[src/rtl/pipelined_kogge_stone_adder.sv]
// pipelined_kogge_stone_adder: pipelined SIMD Kogge-Stone adder/subtractor with valid/ready flow control
// Ports:
//   clk, rst_n            clock, asynchronous active-low reset
//   in_valid / in_ready   input handshake; in_ready = !out_valid | out_ready
//   a, b [WIDTH]          operands, lane k = [k*LW +: LW]
//   carry_in [LANES]      per-lane carry-in, ignored when sub = 1
//   sub                   1: a - b as a + ~b + 1 on every lane
//   out_valid / out_ready output handshake
//   sum [WIDTH]           per-lane result modulo 2^LW
//   carry_out [LANES]     lane carry out (1 = no borrow when subtracting)
//   overflow [LANES]      lane signed overflow
module pipelined_kogge_stone_adder #(
  parameter int WIDTH      = 32,
  parameter int LANES      = 1,
  parameter int PIPE_EVERY = 1
) (
  input  logic             clk,
  input  logic             rst_n,
  input  logic             in_valid,
  output logic             in_ready,
  input  logic [WIDTH-1:0] a,
  input  logic [WIDTH-1:0] b,
  input  logic [LANES-1:0] carry_in,
  input  logic             sub,
  output logic             out_valid,
  input  logic             out_ready,
  output logic [WIDTH-1:0] sum,
  output logic [LANES-1:0] carry_out,
  output logic [LANES-1:0] overflow
);
  localparam int LW = WIDTH / LANES;
  localparam int H  = $clog2(LW);

  // the whole pipe moves as one; a stalled output freezes every stage
  logic adv;
  assign adv      = !out_valid || out_ready;
  assign in_ready = adv;

  logic [WIDTH-1:0] bx, g0, p0;
  logic [LANES-1:0] c0;
  logic             v0;
  assign bx = sub ? ~b : b;

  always_ff @(posedge clk or negedge rst_n)
    if (!rst_n) begin
      v0 <= 1'b0;
      g0 <= '0;
      p0 <= '0;
      c0 <= '0;
    end else if (adv) begin
      v0 <= in_valid;
      g0 <= a & bx;
      p0 <= a ^ bx;
      c0 <= sub ? '1 : carry_in;
    end

  // gi/pi: group generate/propagate entering level j; bi: bitwise propagate kept for the sum
  for (genvar j = 0; j < H; j++) begin : lv
    logic [WIDTH-1:0] gi, pi, bi, go, po;
    logic [LANES-1:0] ci;
    logic             vi;
    if (j == 0) begin : src
      assign gi = g0;
      assign pi = p0;
      assign bi = p0;
      assign ci = c0;
      assign vi = v0;
    end else if (j % PIPE_EVERY == 0) begin : src
      always_ff @(posedge clk or negedge rst_n)
        if (!rst_n) begin
          gi <= '0;
          pi <= '0;
          bi <= '0;
          ci <= '0;
          vi <= 1'b0;
        end else if (adv) begin
          gi <= lv[j-1].go;
          pi <= lv[j-1].po;
          bi <= lv[j-1].bi;
          ci <= lv[j-1].ci;
          vi <= lv[j-1].vi;
        end
    end else begin : src
      assign gi = lv[j-1].go;
      assign pi = lv[j-1].po;
      assign bi = lv[j-1].bi;
      assign ci = lv[j-1].ci;
      assign vi = lv[j-1].vi;
    end
    // combining only within the lane keeps carries from crossing lane boundaries
    for (genvar i = 0; i < WIDTH; i++) begin : bt
      if (i % LW >= (1 << j)) begin : cmb
        assign go[i] = gi[i] | (pi[i] & gi[i-(1<<j)]);
        assign po[i] = pi[i] & pi[i-(1<<j)];
      end else begin : pas
        assign go[i] = gi[i];
        assign po[i] = pi[i];
      end
    end
  end

  logic [WIDTH-1:0] gf, pf, bf, c;
  logic [LANES-1:0] cf, co_n, ov_n;
  logic             vf;
  assign gf = lv[H-1].go;
  assign pf = lv[H-1].po;
  assign bf = lv[H-1].bi;
  assign cf = lv[H-1].ci;
  assign vf = lv[H-1].vi;

  // carry into bit i is the lane prefix below i with the lane carry-in folded in
  for (genvar i = 0; i < WIDTH; i++) begin : cy
    if (i % LW == 0) begin : lo
      assign c[i] = cf[i/LW];
    end else begin : hi
      assign c[i] = gf[i-1] | (pf[i-1] & cf[i/LW]);
    end
  end

  for (genvar k = 0; k < LANES; k++) begin : ln
    assign co_n[k] = gf[k*LW+LW-1] | (pf[k*LW+LW-1] & cf[k]);
    assign ov_n[k] = c[k*LW+LW-1] ^ co_n[k];
  end

  always_ff @(posedge clk or negedge rst_n)
    if (!rst_n) begin
      out_valid <= 1'b0;
      sum       <= '0;
      carry_out <= '0;
      overflow  <= '0;
    end else if (adv) begin
      out_valid <= vf;
      sum       <= bf ^ c;
      carry_out <= co_n;
      overflow  <= ov_n;
    end
endmodule

[config.mk]
export PLATFORM = sky130hd
export DESIGN_NAME = pipelined_kogge_stone_adder
export DESIGN_NICKNAME = d
export VERILOG_FILES = /design/src/rtl/pipelined_kogge_stone_adder.sv
export SDC_FILE = /design/constraint.sdc
export NUM_CORES = 1
export LEC_CHECK = 0
export ABC_AREA = 1
export CAP_MARGIN = 40
export CORE_ASPECT_RATIO = 0.9
export CORE_MARGIN = 2
export CORE_UTILIZATION = 56
export CTS_BUF_LIST = sky130_fd_sc_hd__clkbuf_4 sky130_fd_sc_hd__clkbuf_8
export DETAILED_ROUTE_END_ITERATION = 7
export GPL_TIMING_DRIVEN = 0
export PLACE_DENSITY = 0.74
export SKIP_CTS_REPAIR_TIMING = 1
export SYNTH_ARGS = -nofsm -noshare
export SYNTH_HDL_FRONTEND = slang
export SYNTH_SLANG_ARGS = --single-unit
[constraint.sdc]
create_clock -name clk -period 1.6 [get_ports clk]
set_input_delay 0.24 -clock clk [delete_from_list [all_inputs] [get_ports clk]]
set_output_delay 0.24 -clock clk [all_outputs]
set_load 0.005 [all_outputs]
=== Word level (Yosys, flattened, before mapping) ===
Cells that the tools add are included.

* Register bits: 493
* Input port bits: 70
* Output and inout bits: 36

* Mux-type cells: 2
* Bitwise logic cells: 456
* Reduce and logical (&&, ||, !) cells: 2

{| class="wikitable"
|+ Operator list
! operator !! number
|-
| $and 1x1->1 || 290
|-
| $or 1x1->1 || 161
|-
| $xor 32x32->32 || 2
|-
| $and 32x32->32 || 1
|-
| $mux 32 || 1
|-
| $not 32->32 || 1
|-
| $logic_not 1->1 || 1
|-
| $logic_or 1x1->1 || 1
|-
| $mux 1 || 1
|-
| $xor 1x1->1 || 1
|}

=== Longest topological paths before layout ===
* Word-level depth: 4
* Depth in mapped cells: 7

=== Worst setup path after synthesis ===
OpenSTA, ideal clock, no wires.

* Kind: input to register
* Start: input sub
* End: register p0[10], in the netlist lv[0].bi[10]
* Arrival time: 1129 ps
* Setup slack: 341 ps
* Cell stages on the path: 6
* Buffers on the path: 2
* Path through: buf_2 > buf_2 > xor2_1 > ha_1 > nand2_1 > o21ai_0

* Word-level cells in the longest chain between the ends: 2

{| class="wikitable"
|+ Ends and longest elaborated chain
! element !! line !! source
|-
| start: declaration || 24 || <nowiki>input logic sub,</nowiki>
|-
| $mux 32 || 42 || <nowiki>assign bx = sub ? ~b : b;</nowiki>
|-
| $xor 32x32->32 || 53 || <nowiki>p0 <= a ^ bx;</nowiki>
|-
| end signal: assignment || 53 ||
|-
| end: declaration || 39 || <nowiki>logic [WIDTH-1:0] bx, g0, p0;</nowiki>
|}

Every way passes these cells.
A chain may end at the register's enable or synchronous reset.

=== Worst setup path in the final report ===
* Start: register out_valid
* End: output in_ready

* Word-level cells in the longest chain between the ends: 2

{| class="wikitable"
|+ Ends and longest elaborated chain
! element !! line !! source
|-
| start: declaration || 25 || <nowiki>output logic out_valid,</nowiki>
|-
| start signal: assignment || 132 || <nowiki>out_valid <= vf;</nowiki>
|-
| $logic_not 1->1 || 36 || <nowiki>assign adv = !out_valid || out_ready;</nowiki>
|-
| $logic_or 1x1->1 || 36 ||
|-
| end: declaration || 20 || <nowiki>output logic in_ready,</nowiki>
|}

Every way passes these cells.

==> summary.txt <==
Run status
  • Result of the run: finished with violations
  • Violated checks: hold timing, setup timing

CTS
  • Longest Clk Path Bufs: 3
  • Cts bufs inserted: 77
  • Clock root cell: sky130_fd_sc_hd__clkbuf_8
  • H-tree levels: 3
  • Clock tree from TritonCTS: yes
  • Sink Count: around 490
  • Latest clock arrival within the worst-skew pair: 0.63 ns
  • Clock input transition at the sequential cells of the worst setup and hold paths: 0.06 ns

STA
  • Final Hold Vio Count: 65
  • Setup ws final: -0.303 ns
  • Min Hold Slack: -0.450 ns
  • Period Utilization, post-route: 1.19
  • Achievable clock frequency: 525 MHz
  • RSZ-0062 raised after global routing: true
  • Max Clock Skew: 0.0289 ns
  • Post-layout min period: 1.90 ns
  • Transition time of the tightest slew-check pin: about 0.65 ns
  • Slew Limit Headroom: 0.565
  • Final slew viol count: 0
  • Setup violation total in the final timing report: 2

Layout
  • Most frequent standard cell in the layout excluding fill and tap cells: sky130_fd_sc_hd__nand2_1
  • Highest-count cells in the layout ignoring fill and taps: sky130_fd_sc_hd__nand2_1 (822), sky130_fd_sc_hd__dfrtp_1 (488), sky130_fd_sc_hd__o21ai_0 (218)
  • Number of filler instances in the final layout: 2873
  • Non-filler instance count after layout: 2913
  • Number of antenna repair diodes: 0
  • Layout net count: 2489
  • Fraction of layout cells with a size suffix above 1: 0.111
  • Signed area change from the synthesized netlist to the final layout: 18.4%

Floorplan
  • Height of the die: 184 um
  • Starting density of the core: 0.571
  • Width of the die: about 200 um
  • CORE AREA: 35300 um^2
  • Die area: 37500 um^2
  • Number of rows created at floorplan: 65
  • Number of I/O pins: about 110

Pwr
  • Clock group share of total power: 0.245
  • Leakage power total: 12.2 nW
  • Switching Fraction: 0.376
  • Relative contribution of sequential cells to total power: 0.460
  • PD cells: 1870 nW/um^2
  • Combinational share of power: 0.295
  • Worst-case vdd ir drop: about 970 uV
  • Net switching component of the power: 0.0168 W
  • Power Internal: 0.0278 W

Hold path
  • Worst hold path type: in -> async

Synthesis
  • Xor/xnor cell area share of the yosys netlist: 0.0143
  • Complex-gate fraction of the synthesized area: 0.110
  • Total nets after synthesis: 2283
  • Sequential element share of the synthesized area: 0.607
  • Mux contribution to synthesized area: 0
  • Number of cells produced by synthesis: approximately 2200
  • Area of the mapped netlist: 20200 um^2
  • Synthesis-stage register bit count: 489
  • Number of distinct library cells after synthesis: 20
  • Mean Syn Cell Area: about 9 um^2
  • Simple-gate area share of the yosys netlist: 0.188
  • Adder-cell share of the synthesized area: 0.0205
  • Warnings from Yosys: 0
  • Largest family of logic cells by synthesized area: simple AND/OR/NAND/NOR gates

GRT
  • Combined global-route utilization of all metal layers: 0.326
  • Maximum number of pins on one net before global-route repair: 122
  • Initial antenna violation count: 0
  • Vias in the first global route: 15956
  • Gr ovfl total: 0
  • Wire length of the first global-routing pass: 92000 um

Routing
  • DRC: 0
  • Antenna-violating nets left: 0
  • Drt first-iter violations: 1544
  • Total detailed-routing wirelength: 59500 um
  • Via count normalized by instance count: between 5 and 6
  • Detail-routed net length per standard cell: 20.4 um
  • Drt first pass iters: 5
  • DR vias: 16351

Setup path
  • Category of the worst setup path capture point: output port
  • Kind of launch point of the worst setup path: flip-flop
  • Arrival time of the worst setup path: 1.66 ns
  • Largest fanout of any net on the critical path: 6
  • Worst path required time: ~1.4 ns
  • Worst Path Class, Setup: reg -> out

Placed design
  • Placed Cells incl. Taps: 2757
  • Count of buffers inserted at the top-level ports: 104
  • Half-perimeter wire length after placement: around 44000 um
  • Placer's final routability congestion estimate: 0.948

Flow run
  • Number of maximum-capacitance constraint violations: 0
[worst paths after layout]
check / cells after the start / to / slack (ns) / from
worst min-delay path: 1 / sum[3]$_DFFE_PN0P_ / -0.45 / rst_n
max in group asynchronous: 3 / lv[3].pi[17]$_DFFE_PN0P_ / 0.56 / rst_n
worst min register to register: 2 / sum[20]$_DFFE_PN0P_ / 0.47 / sum[20]$_DFFE_PN0P_
min in group clk: 3 / lv[0].vi$_DFFE_PN0P_ / 0.15 / in_valid
worst max register to register: 7 / lv[4].gi[14]$_DFFE_PN0P_ / 0 / out_valid$_DFFE_PN0P_
worst max-delay path: 5 / in_ready / -0.30 / out_valid$_DFFE_PN0P_
[sequential cells by signal (all words and copies together), names as in the netlist]
| register | count |
|---|---|
| cf | 1 |
| c0 | 1 |
| carry_out | 1 |
| sum | 32 |
| lv.vi | 5 |
| lv.gi | 128 |
| lv.pi | 128 |
| out_valid | 1 |
| g0 | 32 |
| lv.ci | 3 |
| overflow | 1 |
| bf | 31 |
| lv.bi | 125 |
[Yosys cell counts]
cell type	n	area (um^2)
sky130_fd_sc_hd__nand3_1	121	606
sky130_fd_sc_hd__o221ai_1	38	333
sky130_fd_sc_hd__o21ai_1	30	150
sky130_fd_sc_hd__buf_2	46	230
sky130_fd_sc_hd__a21oi_1	88	440
sky130_fd_sc_hd__buf_4	39	293
sky130_fd_sc_hd__nor2_1	18	67.6
sky130_fd_sc_hd__inv_1	144	541
sky130_fd_sc_hd__a31oi_1	15	93.8
sky130_fd_sc_hd__nand2_1	825	3100
sky130_fd_sc_hd__xor2_1	33	289
sky130_fd_sc_hd__o21ai_0	218	1090
sky130_fd_sc_hd__inv_2	1	3.75
sky130_fd_sc_hd__dfrtp_1	489	12200
sky130_fd_sc_hd__ha_1	33	413
sky130_fd_sc_hd__clkbuf_1	18	67.6
sky130_fd_sc_hd__buf_6	7	78.8
sky130_fd_sc_hd__o31ai_1	11	82.6
sky130_fd_sc_hd__nor2_4	1	11.3
sky130_fd_sc_hd__o22ai_1	5	31.3
[power groups by stage]
stage,registers (W),logic (W),clock network (W)
finish,0.0205,0.0131,0.0109
detailed placement,0.0206,0.0126,0
floorplan,0.0192,0.00766,0
CTS,0.0204,0.0126,0.0110
global route,0.0209,0.0146,0.0116
global placement,0.0205,0.0121,0
[layout make-up]
cell class	instances	area (um^2)	share of cell area
buffer	110	792	0.0332
tap	469	587	0.0246
timing repair buffer	127	1400	0.0586
sequential	489	12200	0.513
clock buffer	122	1500	0.0630
multi-input combinational	1436	6720	0.281
inverter	145	544	0.0228
clock inverter	15	90.1	0.00377
[layer usage]
layer	vias to the layer above	global-route usage	share of wire
met5	-	0	0
met4	0	0.138	0.039
met3	128	0.0645	0.077
met2	696	0.500	0.45
met1	8025	0.458	0.43
li1	7502	-	-
[critical path: stages (launching register included)]
cell                       delay (ns)
sky130_fd_sc_hd__dfrtp_2         0.45
sky130_fd_sc_hd__nand2_2         0.08
sky130_fd_sc_hd__buf_6           0.13
sky130_fd_sc_hd__buf_12          0.13
sky130_fd_sc_hd__buf_12          0.14
sky130_fd_sc_hd__clkbuf_2        0.11
[stage by stage]
| step | TNS, ns | total power, W | util | instance area [um^2] | setup slack [ns] |
|---|---|---|---|---|---|
| global placement | - | 0.0326 | 0.617 | 21800 | -20.66 |
| global route | -0.886 | 0.0471 | 0.676 | 23900 | -0.322 |
| detailed placement | -167.92 | 0.0331 | 0.620 | 21900 | -0.840 |
| CTS | -20.07 | 0.0440 | 0.666 | 23500 | -1.09 |
| floorplan | 0 | 0.0269 | - | 20200 | 0.341 |
| finish | -0.314 | 0.0445 | 0.676 | 23900 | -0.303 |
[cells by family after synthesis]
kind of cell / count (synthesis)
AND/OR/NAND/NOR: 965
flip-flops: 489
AO/OA/AOI/OAI: 405
buffers and inverters: 255
XOR/XNOR: 33
adder cells (fa/ha/maj): 33
No activity file was read; power rests on OpenSTA's default activity.
